--- config.mk ---
export PLATFORM = sky130hd
export DESIGN_NAME = nco_clock_gen
export DESIGN_NICKNAME = d
export VERILOG_FILES = /design/src/rtl/nco_pkg.sv /design/src/rtl/nco_clock_gen_channel.sv /design/src/rtl/nco_clock_gen.sv
export SDC_FILE = /design/constraint.sdc
export NUM_CORES = 1
export LEC_CHECK = 0
export CAP_MARGIN = 0
export CORE_UTILIZATION = 35
export CTS_BUF_LIST = sky130_fd_sc_hd__clkbuf_16
export DETAILED_ROUTE_END_ITERATION = 8
export PLACE_DENSITY = 0.53
export SYNTH_ARGS = -nofsm -noshare
export SYNTH_HDL_FRONTEND = slang
export SYNTH_SLANG_ARGS = --single-unit
--- constraint.sdc ---
create_clock -name clkin -period 2.05 [get_ports clkin]
set_input_delay 0.41 -clock clkin [delete_from_list [all_inputs] [get_ports clkin]]
set_output_delay 0.41 -clock clkin [all_outputs]
set_load 0.01 [all_outputs]
--- src/rtl/nco_pkg.sv ---
`default_nettype none
// ============================================================================
// Module      : nco_pkg
// Description : Shared definitions for the multi-channel NCO clock generator.
//               Holds the default sizing constants, the channel index type and
//               a helper that converts a target frequency into a phase
//               increment.
// Revision    : 1.0 - initial release
// ============================================================================
package nco_pkg;

    // Default sizing for a typical instance.
    localparam int c_default_acc_w       = 16;
    localparam int c_default_lock_cycles = 16;

    // Wide enough for the largest supported channel count (16).
    typedef logic [3:0] ch_idx_t;

    // Increment that produces f_out ticks per second from an f_clk clock with
    // an acc_w-bit accumulator: inc = f_out * 2^acc_w / f_clk (truncated).
    // Intended for elaboration-time constants and testbench setup only.
    function automatic longint unsigned freq_to_inc(input longint unsigned f_out,
                                                    input longint unsigned f_clk,
                                                    input int              acc_w);
        return (f_out << acc_w) / f_clk;
    endfunction

endpackage : nco_pkg
`default_nettype wire

--- src/rtl/nco_clock_gen_channel.sv ---
`default_nettype none
// ============================================================================
// Module      : nco_channel
// Description : One NCO channel. A phase accumulator advanced by a
//               programmable increment every clock; the carry out is the tick
//               and the accumulator MSB is the square wave. A lock counter
//               reports when the increment has been stable and nonzero for
//               LOCK_CYCLES clocks.
// Ports       : clkin   - clock
//               rst     - synchronous active-high reset
//               sel_we  - write strobe already qualified for this channel
//               cfg_inc - increment to load on sel_we
//               sync    - shared accumulator clear (phase alignment)
//               tick    - one-cycle pulse on accumulator carry
//               clk_sq  - accumulator MSB
//               locked  - increment stable and nonzero for LOCK_CYCLES
// Revision    : 1.0 - initial release
// ============================================================================
module nco_channel
    import nco_pkg::*;
#(
    parameter int ACC_W       = c_default_acc_w,
    parameter int LOCK_CYCLES = c_default_lock_cycles
) (
    input  logic             clkin,
    input  logic             rst,
    input  logic             sel_we,
    input  logic [ACC_W-1:0] cfg_inc,
    input  logic             sync,
    output logic             tick,
    output logic             clk_sq,
    output logic             locked
);

    localparam int CNT_W = $clog2(LOCK_CYCLES + 1);
    localparam logic [CNT_W-1:0] c_lock_max = CNT_W'(LOCK_CYCLES);

    logic [ACC_W-1:0] r_inc;
    logic [ACC_W-1:0] r_acc;
    logic [CNT_W-1:0] r_lock_cnt;

    logic [ACC_W:0]   w_sum;
    logic [CNT_W-1:0] w_cnt_nxt;

    // Carry lands in the extra top bit; the low bits wrap modulo 2^ACC_W.
    assign w_sum     = {1'b0, r_acc} + {1'b0, r_inc};
    assign w_cnt_nxt = r_lock_cnt + CNT_W'(1);

    // Phase accumulator and outputs. The sum uses the increment held before
    // any write at this edge, so a new increment first accumulates one edge
    // later. sync discards this edge's addition entirely.
    always_ff @(posedge clkin) begin
        if (rst) begin
            r_acc  <= '0;
            tick   <= 1'b0;
            clk_sq <= 1'b0;
        end else if (sync) begin
            r_acc  <= '0;
            tick   <= 1'b0;
            clk_sq <= 1'b0;
        end else begin
            r_acc  <= w_sum[ACC_W-1:0];
            tick   <= w_sum[ACC_W];
            clk_sq <= w_sum[ACC_W-1];
        end
    end

    // Increment register and lock tracking. A write restarts the lock count;
    // a zero increment never counts so the channel can never report lock
    // while stopped.
    always_ff @(posedge clkin) begin
        if (rst) begin
            r_inc      <= '0;
            r_lock_cnt <= '0;
            locked     <= 1'b0;
        end else if (sel_we) begin
            r_inc      <= cfg_inc;
            r_lock_cnt <= '0;
            locked     <= 1'b0;
        end else if ((r_inc != '0) && (r_lock_cnt < c_lock_max)) begin
            r_lock_cnt <= w_cnt_nxt;
            locked     <= (w_cnt_nxt == c_lock_max) | locked;
        end
    end

endmodule : nco_channel
`default_nettype wire

--- src/rtl/nco_clock_gen.sv ---
`default_nettype none
// ============================================================================
// Module      : nco_clock_gen
// Description : Multi-channel numerically-controlled oscillator producing
//               fractional-rate clock enables and square waves on the single
//               board clock. Decodes the shared configuration write port and
//               instantiates one nco_channel per channel.
// Ports       : clkin   - sole clock
//               rst     - synchronous active-high reset
//               cfg_we  - increment write strobe
//               cfg_ch  - channel index for the write (out of range ignored)
//               cfg_inc - new phase increment
//               sync    - zero all accumulators together
//               tick    - per-channel carry pulse
//               clk_sq  - per-channel accumulator MSB
//               locked  - per-channel lock indication
// Revision    : 1.0 - initial release
// ============================================================================
module nco_clock_gen
    import nco_pkg::*;
#(
    parameter  int NUM_CH      = 2,
    parameter  int ACC_W       = c_default_acc_w,
    parameter  int LOCK_CYCLES = c_default_lock_cycles,
    localparam int CH_W        = (NUM_CH > 1) ? $clog2(NUM_CH) : 1
) (
    input  logic              clkin,
    input  logic              rst,
    input  logic              cfg_we,
    input  logic [CH_W-1:0]   cfg_ch,
    input  logic [ACC_W-1:0]  cfg_inc,
    input  logic              sync,
    output logic [NUM_CH-1:0] tick,
    output logic [NUM_CH-1:0] clk_sq,
    output logic [NUM_CH-1:0] locked
);

    logic [NUM_CH-1:0] w_sel_we;

    generate
        for (genvar i = 0; i < NUM_CH; i++) begin : g_ch
            // An index at or beyond NUM_CH matches no channel, so such a
            // write has no effect anywhere.
            assign w_sel_we[i] = cfg_we && (ch_idx_t'(cfg_ch) == ch_idx_t'(i));

            nco_channel #(
                .ACC_W       (ACC_W),
                .LOCK_CYCLES (LOCK_CYCLES)
            ) u_channel (
                .clkin   (clkin),
                .rst     (rst),
                .sel_we  (w_sel_we[i]),
                .cfg_inc (cfg_inc),
                .sync    (sync),
                .tick    (tick[i]),
                .clk_sq  (clk_sq[i]),
                .locked  (locked[i])
            );
        end
    endgenerate

endmodule : nco_clock_gen
`default_nettype wire

After elaboration in Yosys (flattened, before gate mapping)
Index checks and enable logic that the tools add are counted.
Widths: inputs -> output; s select.
Cells by class
  add/sub/neg operators: 4
  $lt $le $gt $ge: 2
  eq/ne operators: 2
  bitwise logic cells: 3
  reductions and logical operators: 9
Operator list (count)
  $add 16x16->17: 2
  $reduce_bool 16->1: 2
  $add 5x1->5 const B: 2
  $eq 5x5->1 const B: 2
  $lt 5x5->1 const B: 2
  $reduce_or 2->1: 3
  $logic_and 1x1->1: 4
  $or 1x1->1: 2
  $not 1->1: 1
Word-level totals
  register bits after elaboration: 80
  input bits: 21
  output and inout port bits: 6
  logic and storage cells: 32

Longest topological paths before layout
Gate-level depths: netlist of the first run.
  word-level depth: 3
  depth in mapped cells: 7
  depth with buffers taken out: 7

Cells and area by module
Synthesis of the first run repeated with hierarchy kept, for this count alone.
Unflattened totals
  cells, all modules: 458
  area total of the unflattened synthesis: 4125.2 um^2
Modules (own cells, without submodules)
  nco_channel: instances 2, cells each 228, area an instance 2054.5 um^2, sequential area each 780.7 um^2
  nco_clock_gen: instances 1, cells each 2, area an instance 16.3 um^2, sequential area each 0.0 um^2

Worst setup path after synthesis of the first run
OpenSTA, ideal clock, no wires.
  path type: register -> register
  from: register g_ch[0].u_channel.r_inc[0]
  to: register g_ch[0].u_channel.r_acc[14]
  setup time: 0.121 ns
  data arrival time: 2.070 ns
  data required time: 1.929 ns
  setup slack: -0.140 ns
  cell stages (with the launch flop): 8
  period minus slack after synthesis: 2.190 ns
  path through: dfxtp_1 ha_1 fa_1 a21o_1 a221oi_2 o21ai_0 o2bb2ai_1 mux2_2
On the way
  longest elaborated chain between the ends: 1
Ends and longest elaborated chain
  start: declaration: line nco_clock_gen_channel.sv:38  | logic [ACC_W-1:0] r_inc;
  start signal: assignment: line nco_clock_gen_channel.sv:77  | r_inc <= cfg_inc;
  $add 16x16->17: line nco_clock_gen_channel.sv:46  | assign w_sum = {1'b0, r_acc} + {1'b0, r_inc};
  end signal: assignment: line nco_clock_gen_channel.sv:62  | r_acc <= w_sum[ACC_W-1:0];
  end: declaration: line nco_clock_gen_channel.sv:39  | logic [ACC_W-1:0] r_acc;
Every way passes these cells.
A chain may end at the register's enable or synchronous reset.

Worst setup path after layout of the first run
Ends and elaborated chain as after synthesis.

==> impl_metrics.json, run 1 <==
{
  "status": "complete, no violations",
  "synth_top_flop_cell": "dfxtp_1",
  "final_common_cell": "nand2_1",
  "cts_tree": "yes",
  "area_growth_pct": 23.15,
  "fin_skew_ns": 0.006803,
  "synth_warnings": 0,
  "endpoint_kind": "register",
  "routed_via_density": 5.162,
  "grt_pass1_wl_mm": 16.88,
  "relSlewSlack_pct": 68.92,
  "synth_cell_types": 51,
  "drive_gt1_share_pct": 13.30,
  "die_y_um": 111.6,
  "place_inst": 672,
  "first_global_vias": 3557,
  "htreeDepth": 3,
  "synth.largest_area_cell": "dfxtp_1",
  "crit_required_ns": 2.27,
  "postRouteAntennaNets": 0,
  "final_cell_mix": "nand2_1, dfxtp_1, a21oi_1, nor2_1, ha_1",
  "path_clk_slew_ns": 0.06,
  "cts_root_buf": "clkbuf_16",
  "synth_area_per_cell_um2": 8.401,
  "startpoint_type": "register",
  "antenna_found_initial": 0,
  "drc_errors": 0,
  "rr_worst_depth": 7,
  "finalNonFillerCells": 692,
  "synthArstFlopShare_pct": 0,
  "hold_start": "g_ch[0].u_channel.r_lock_cnt[4]",
  "crit_fanout": 2,
  "hold_end": "g_ch[0].u_channel.r_lock_cnt[4]",
  "port_buffers": 26,
  "seq_area_frac_synth_pct": 37.18,
  "totalWireLength_mm": 9.985,
  "period_share_pct": 98.69,
  "die_w_um": 111.6,
  "p_leak_nw": 2.255,
  "n_antenna_cell": 0,
  "cts.sinks": 78,
  "clk_path_buf_depth": 2,
  "path_class": "register to register",
  "finalHoldViolations": 0,
  "fmax_mhz": 494.3,
  "setup_tns_ns": 0,
  "hold_depth": 2,
  "initial_core_util_pct": 36.32,
  "gr-total-overflow": 0,
  "grt_max_degree": 32,
  "fin_nets": 603,
  "route.vias.total": 3572,
  "postSynthRegisterBits": 78,
  "die_area_um2": 12440,
  "place_ws_ns": -0.04925,
  "critPathArrivalTime_ns": 2.25,
  "clk_latency_ns": 0.33,
  "gp_congestion": 0.7849,
  "synth_nets": 559,
  "worstMarginPinSlew_ns": 0.4620,
  "synth_edf_count": 0,
  "peakVddDrop_uv": 469.7,
  "synth_cells": 500,
  "cap_viol_max_count": 0,
  "hold_buffers": 0,
  "hpwlAfterDp_mm": 7.458,
  "power.density_nw_per_um2": 728.8,
  "min_path_type": "register to register",
  "setup_viol": 0,
  "grt_use_total_pct": 16.81,
  "rsz0062_at_grt": "true",
  "setup_slack_ns": 0.02687,
  "io_pins": 27,
  "numCtsBuffers": 9,
  "dr.pass1.iters": 4,
  "avgRoutedWirePerCell_um": 14.43,
  "r2r_slack_ns": 0.03,
  "drt_iter0_drc": 161,
  "r2r_start": "g_ch[0].u_channel.r_inc[0]",
  "syn_area_um2": 4200,
  "coreArea_um2": 11560,
  "rows": 39,
  "ys_top_cells_by_area": "dfxtp_1, ha_1, nand2_1",
  "synth.top_cell.area_share_pct": 37.18,
  "period_needed_ns": 2.023,
  "r2r_end": "g_ch[0].u_channel.r_acc[14]",
  "maxSlewViolCount": 0
}
-- layout make-up --
cell class | count | area, um2
Inverter | 4 | 15.01
Fill cell | 1176 | 6392
Sequential cell | 78 | 1567
Clock buffer | 9 | 225.2
Timing Repair Buffer | 59 | 524.3
Multi-Input combinational cell | 392 | 2574
Clock inverter | 7 | 88.84
Tap cell | 143 | 178.9
-- per-layer routing --
| layer | part of all wire [%] | up-vias | track usage (%) |
|---|---|---|---|
| met5 | 0 | - | 0 |
| met4 | 0.69 | 0 | 4.324 |
| met3 | 1.4 | 6 | 3.756 |
| met2 | 50 | 22 | 29.88 |
| met1 | 47 | 1671 | 20.45 |
| li1 | - | 1873 | - |
-- critical path, cell delays in order, from the launching register on --
cell and delay (ns):
dfxtp_2 0.33, ha_4 0.16, fa_2 0.34, a21o_1 0.20, a221oi_4 0.29, o21ai_2 0.12
o2bb2ai_2 0.17, mux2_4 0.31
-- where the power goes --
part | leakage (nW) | switching (mW) | total, mW | internal, mW
Combinational | 1.47 | 0.228 | 0.432 | 0.204
Clock | 0.149 | 0.652 | 1.71 | 1.06
Sequential | 0.636 | 0.0517 | 1.63 | 1.58
Total | 2.26 | 0.932 | 3.77 | 2.84
-- registers in the layout, summed over array words and instances (netlist names) --
name,flops
g_ch.u_channel.r_acc,31
g_ch.u_channel.locked,2
g_ch.u_channel.r_lock_cnt,10
g_ch.u_channel.r_inc,32
g_ch.u_channel.tick,2
g_ch.u_channel.clk_sq,1
-- worst max path at each step --
stage	from	end	slack, ns
CTS	g_ch[1].u_channel.r_acc[0]	g_ch[1].u_channel.r_acc[14]	-0.03
floorplan	g_ch[0].u_channel.r_inc[0]	g_ch[0].u_channel.r_acc[14]	-0.01
finish	g_ch[0].u_channel.r_inc[0]	g_ch[0].u_channel.r_acc[14]	0.03
global route	g_ch[1].u_channel.r_acc[0]	g_ch[1].u_channel.r_acc[14]	-0.04
global placement	g_ch[1].u_channel.r_acc[0]	g_ch[1].u_channel.r_acc[14]	-0.02
detailed placement	g_ch[1].u_channel.r_acc[0]	g_ch[1].u_channel.r_acc[14]	-0.05
-- synthesized netlist by cell type, types with 7 or more instances --
| cell | number |
|---|---|
| xor2_1 | 9 |
| a21o_1 | 13 |
| o21ai_0 | 20 |
| xnor2_1 | 8 |
| o21a_1 | 7 |
| dfxtp_1 | 78 |
| or3_1 | 9 |
| a21oi_1 | 59 |
| nor2_1 | 36 |
| nor3_1 | 9 |
| nor4_1 | 9 |
| clkbuf_1 | 17 |
| mux2i_1 | 9 |
| and3_1 | 12 |
| ha_1 | 36 |
| nand2_1 | 88 |
-- repair_timing --
action / in CTS / in global routing
gates resized for setup: 0 / 21
endpoints found under the setup margin: 5 / 11
hold endpoints to repair: 0 / 0
buffers inserted: 1 / 3
pin swaps: 3 / 13
-- kinds of logic after synthesis --
group | count (synthesis) | share of synthesized area [%]
AOI/OAI and AO/OA | 131 | 20.02
xor gates and xnor gates | 17 | 3.545
adders and majority gates | 38 | 11.68
buffers and inverters | 30 | 3.425
DFF | 78 | 37.18
muxes | 10 | 2.413
and+or+nand+nor | 196 | 21.75
-- per-stage QoR --
step           cell area [um2]  hold WS [ns]  util (%)  total power, mW
3_3_place_gp              4746        0.4579     41.04            2.079
3_5_place_dp              4746        0.4620     41.04            2.088
6_report                  5172        0.4681     44.73            3.770
4_1_cts                   5067        0.4775     43.82            3.814
2_1_floorplan             4205        0.4376         -            1.911
5_1_grt                   5172        0.5059     44.73            3.946
Power figures use the tool's default switching activity.
==> run 2: changes to the inputs <==
Settings changed: CORE_MARGIN set to 4.
==> run 2 against run 1 <==
Net effect: cell area grew 1.7%; via count grew 1.7%; routed wire length grew 2.8%; the flow now finishes with violations (negative setup slack); sequential share of layout area shrank 0.43 points; sequential power is essentially flat; clock power grew 7%; largest power group unchanged; total power grew 3.3%; critical path depth is the same; highest routed layer unchanged; critical path type unchanged; largest cell class unchanged; worst setup slack lost 0.072 ns.
==> impl_metrics.json, run 2 (synthesized netlist as in run 1, its figures left out) <==
{
  "power_switching_mw": 0.9339,
  "setup_viol": 3,
  "die_y_um": 117.6,
  "routed_via_density": 5.249,
  "area_growth_pct": 25.23,
  "peakVddDrop_uv": 436.9,
  "startpoint": "g_ch[1].u_channel.r_inc[0]",
  "fin_skew_ns": 0.007998,
  "combPwrFrac_pct": 11.1,
  "setup_tns_ns": -0.05760,
  "dr.pass1.iters": 4,
  "period_share_pct": 102.2,
  "finalNonFillerCells": 692,
  "cpMaxStageDelayCell": "a311oi_4",
  "fmax_mhz": 477.3,
  "status": "complete, but fails checks",
  "crit_fanout": 4,
  "setup_slack_ns": -0.04499,
  "endpoint_kind": "register",
  "final_common_cell": "nand2_1",
  "grt_use_total_pct": 14.97,
  "final_cell_mix": "nand2_1, dfxtp_1, a21oi_1, nor2_1, buf_4",
  "grt_pass1_wl_mm": 17.15,
  "gr-total-overflow": 0,
  "hpwlAfterDp_mm": 7.551,
  "die_w_um": 117.6,
  "antenna_found_initial": 0,
  "top_register": "g_ch.u_channel.r_inc",
  "totalWireLength_mm": 10.27,
  "drt_iter0_drc": 179,
  "drc_errors": 0,
  "cts.sinks": 78,
  "clk_latency_ns": 0.34,
  "power.density_nw_per_um2": 740.3,
  "nFillCells": 1135,
  "top_regs": "g_ch.u_channel.r_inc (32), g_ch.u_channel.r_acc (31), g_ch.u_channel.r_lock_cnt (10)",
  "r2r_start": "g_ch[1].u_channel.r_inc[0]",
  "coreArea_um2": 11560,
  "pwr-share-clk_pct": 47.0,
  "slowest_delay_ns": 0.38,
  "hold_start": "g_ch[0].u_channel.r_lock_cnt[4]",
  "relSlewSlack_pct": 66.52,
  "path_clk_slew_ns": 0.06,
  "period_needed_ns": 2.095,
  "first_global_vias": 3570,
  "avgRoutedWirePerCell_um": 14.83,
  "maxSlewViolCount": 0,
  "p_leak_nw": 2.280,
  "drive_gt1_share_pct": 14.94,
  "power.internal_mw": 2.960,
  "rsz0062_at_grt": "true",
  "startpoint_type": "register",
  "path_class": "register to register",
  "violations": "negative setup slack",
  "dpl-instance-area_um2": 4738,
  "postRouteAntennaNets": 0,
  "port_buffers": 26,
  "crit_path_cell_trace": "ha_4 -> fa_2 -> a21o_1 -> a311oi_4 -> nor3_2 -> o41ai_2 -> mux2i_1",
  "post-route-util_pct": 45.48,
  "clk_path_buf_depth": 2,
  "cap_viol_max_count": 0,
  "hold_buffers": 0,
  "n_antenna_cell": 0,
  "p_seq_share_pct": 41.8,
  "die_area_um2": 13820,
  "grt_max_degree": 32,
  "cts_tree": "yes",
  "crit_required_ns": 2.32,
  "finalHoldViolations": 0,
  "rows": 39,
  "fin_nets": 603,
  "netSwitchingFraction_pct": 23.98,
  "initial_core_util_pct": 36.32,
  "numCtsBuffers": 9,
  "worstMarginPinSlew_ns": 0.4957,
  "route.vias.total": 3632,
  "gp_congestion": 0.8490,
  "cts_root_buf": "clkbuf_16",
  "stdcell_area_um2": 5260,
  "largest_reg_flops": 32,
  "htreeDepth": 3,
  "place_ws_ns": -0.06097,
  "io_pins": 27,
  "place_inst": 671,
  "min_path_type": "register to register",
  "critPathArrivalTime_ns": 2.36
}
-- run 2: worst paths after layout --
kind | cells after the start | slack, ns | endpoint
worst min-delay path | 2 | 0.47 | g_ch[0].u_channel.r_lock_cnt[4]
worst max-delay path | 7 | -0.04 | g_ch[1].u_channel.r_acc[14]
worst min register to register | 2 | 0.47 | g_ch[0].u_channel.r_lock_cnt[4]
worst max register to register | 7 | -0.04 | g_ch[1].u_channel.r_acc[14]
-- run 2: critical path: cells and delay by family (launching register included) --
kind	cells	cell delay (ns)
AOI/OAI and AO/OA	3	0.83
muxes	1	0.22
and+or+nand+nor	1	0.13
adders and majority gates	2	0.50
DFF	1	0.33
-- run 2: layer usage --
metal  part of all wire (%)  global-route usage, %
met5                      0                      0
met3                    2.3                  3.316
met1                     47                  18.49
met2                     48                  25.22
met4                    2.4                  6.227
-- run 2: metrics by stage --
step	hold slack [ns]	total power, mW
2_1_floorplan	0.4376	1.911
3_3_place_gp	0.4574	2.074
3_5_place_dp	0.4603	2.082
4_1_cts	0.4768	3.926
5_1_grt	0.5024	4.059
6_report	0.4720	3.894
-- run 2: cell type report --
class | instances | area (um2) | area share [%]
timing repair buffer | 59 | 524.3 | 9.967
multi-input combinational | 392 | 2633 | 50.05
clock buffer | 9 | 225.2 | 4.282
inverter | 4 | 15.01 | 0.2854
tap | 143 | 178.9 | 3.402
sequential | 78 | 1570 | 29.85
clock inverter | 7 | 113.9 | 2.165
-- run 2: power by group through the flow --
stage	clock network, mW	logic, mW	registers (mW)
after floorplan	0	0.269	1.64
after global placement	0	0.416	1.66
after detailed placement	0	0.422	1.66
after CTS	1.87	0.426	1.63
after global routing	1.93	0.489	1.64
final	1.83	0.433	1.63
-- run 2: what timing repair did --
action	4_1_cts	5_1_grt
buffers inserted	1	4
resized for setup	1	33
pin swaps	4	19
hold endpoints to repair	0	0
endpoints found under the setup margin	6	12
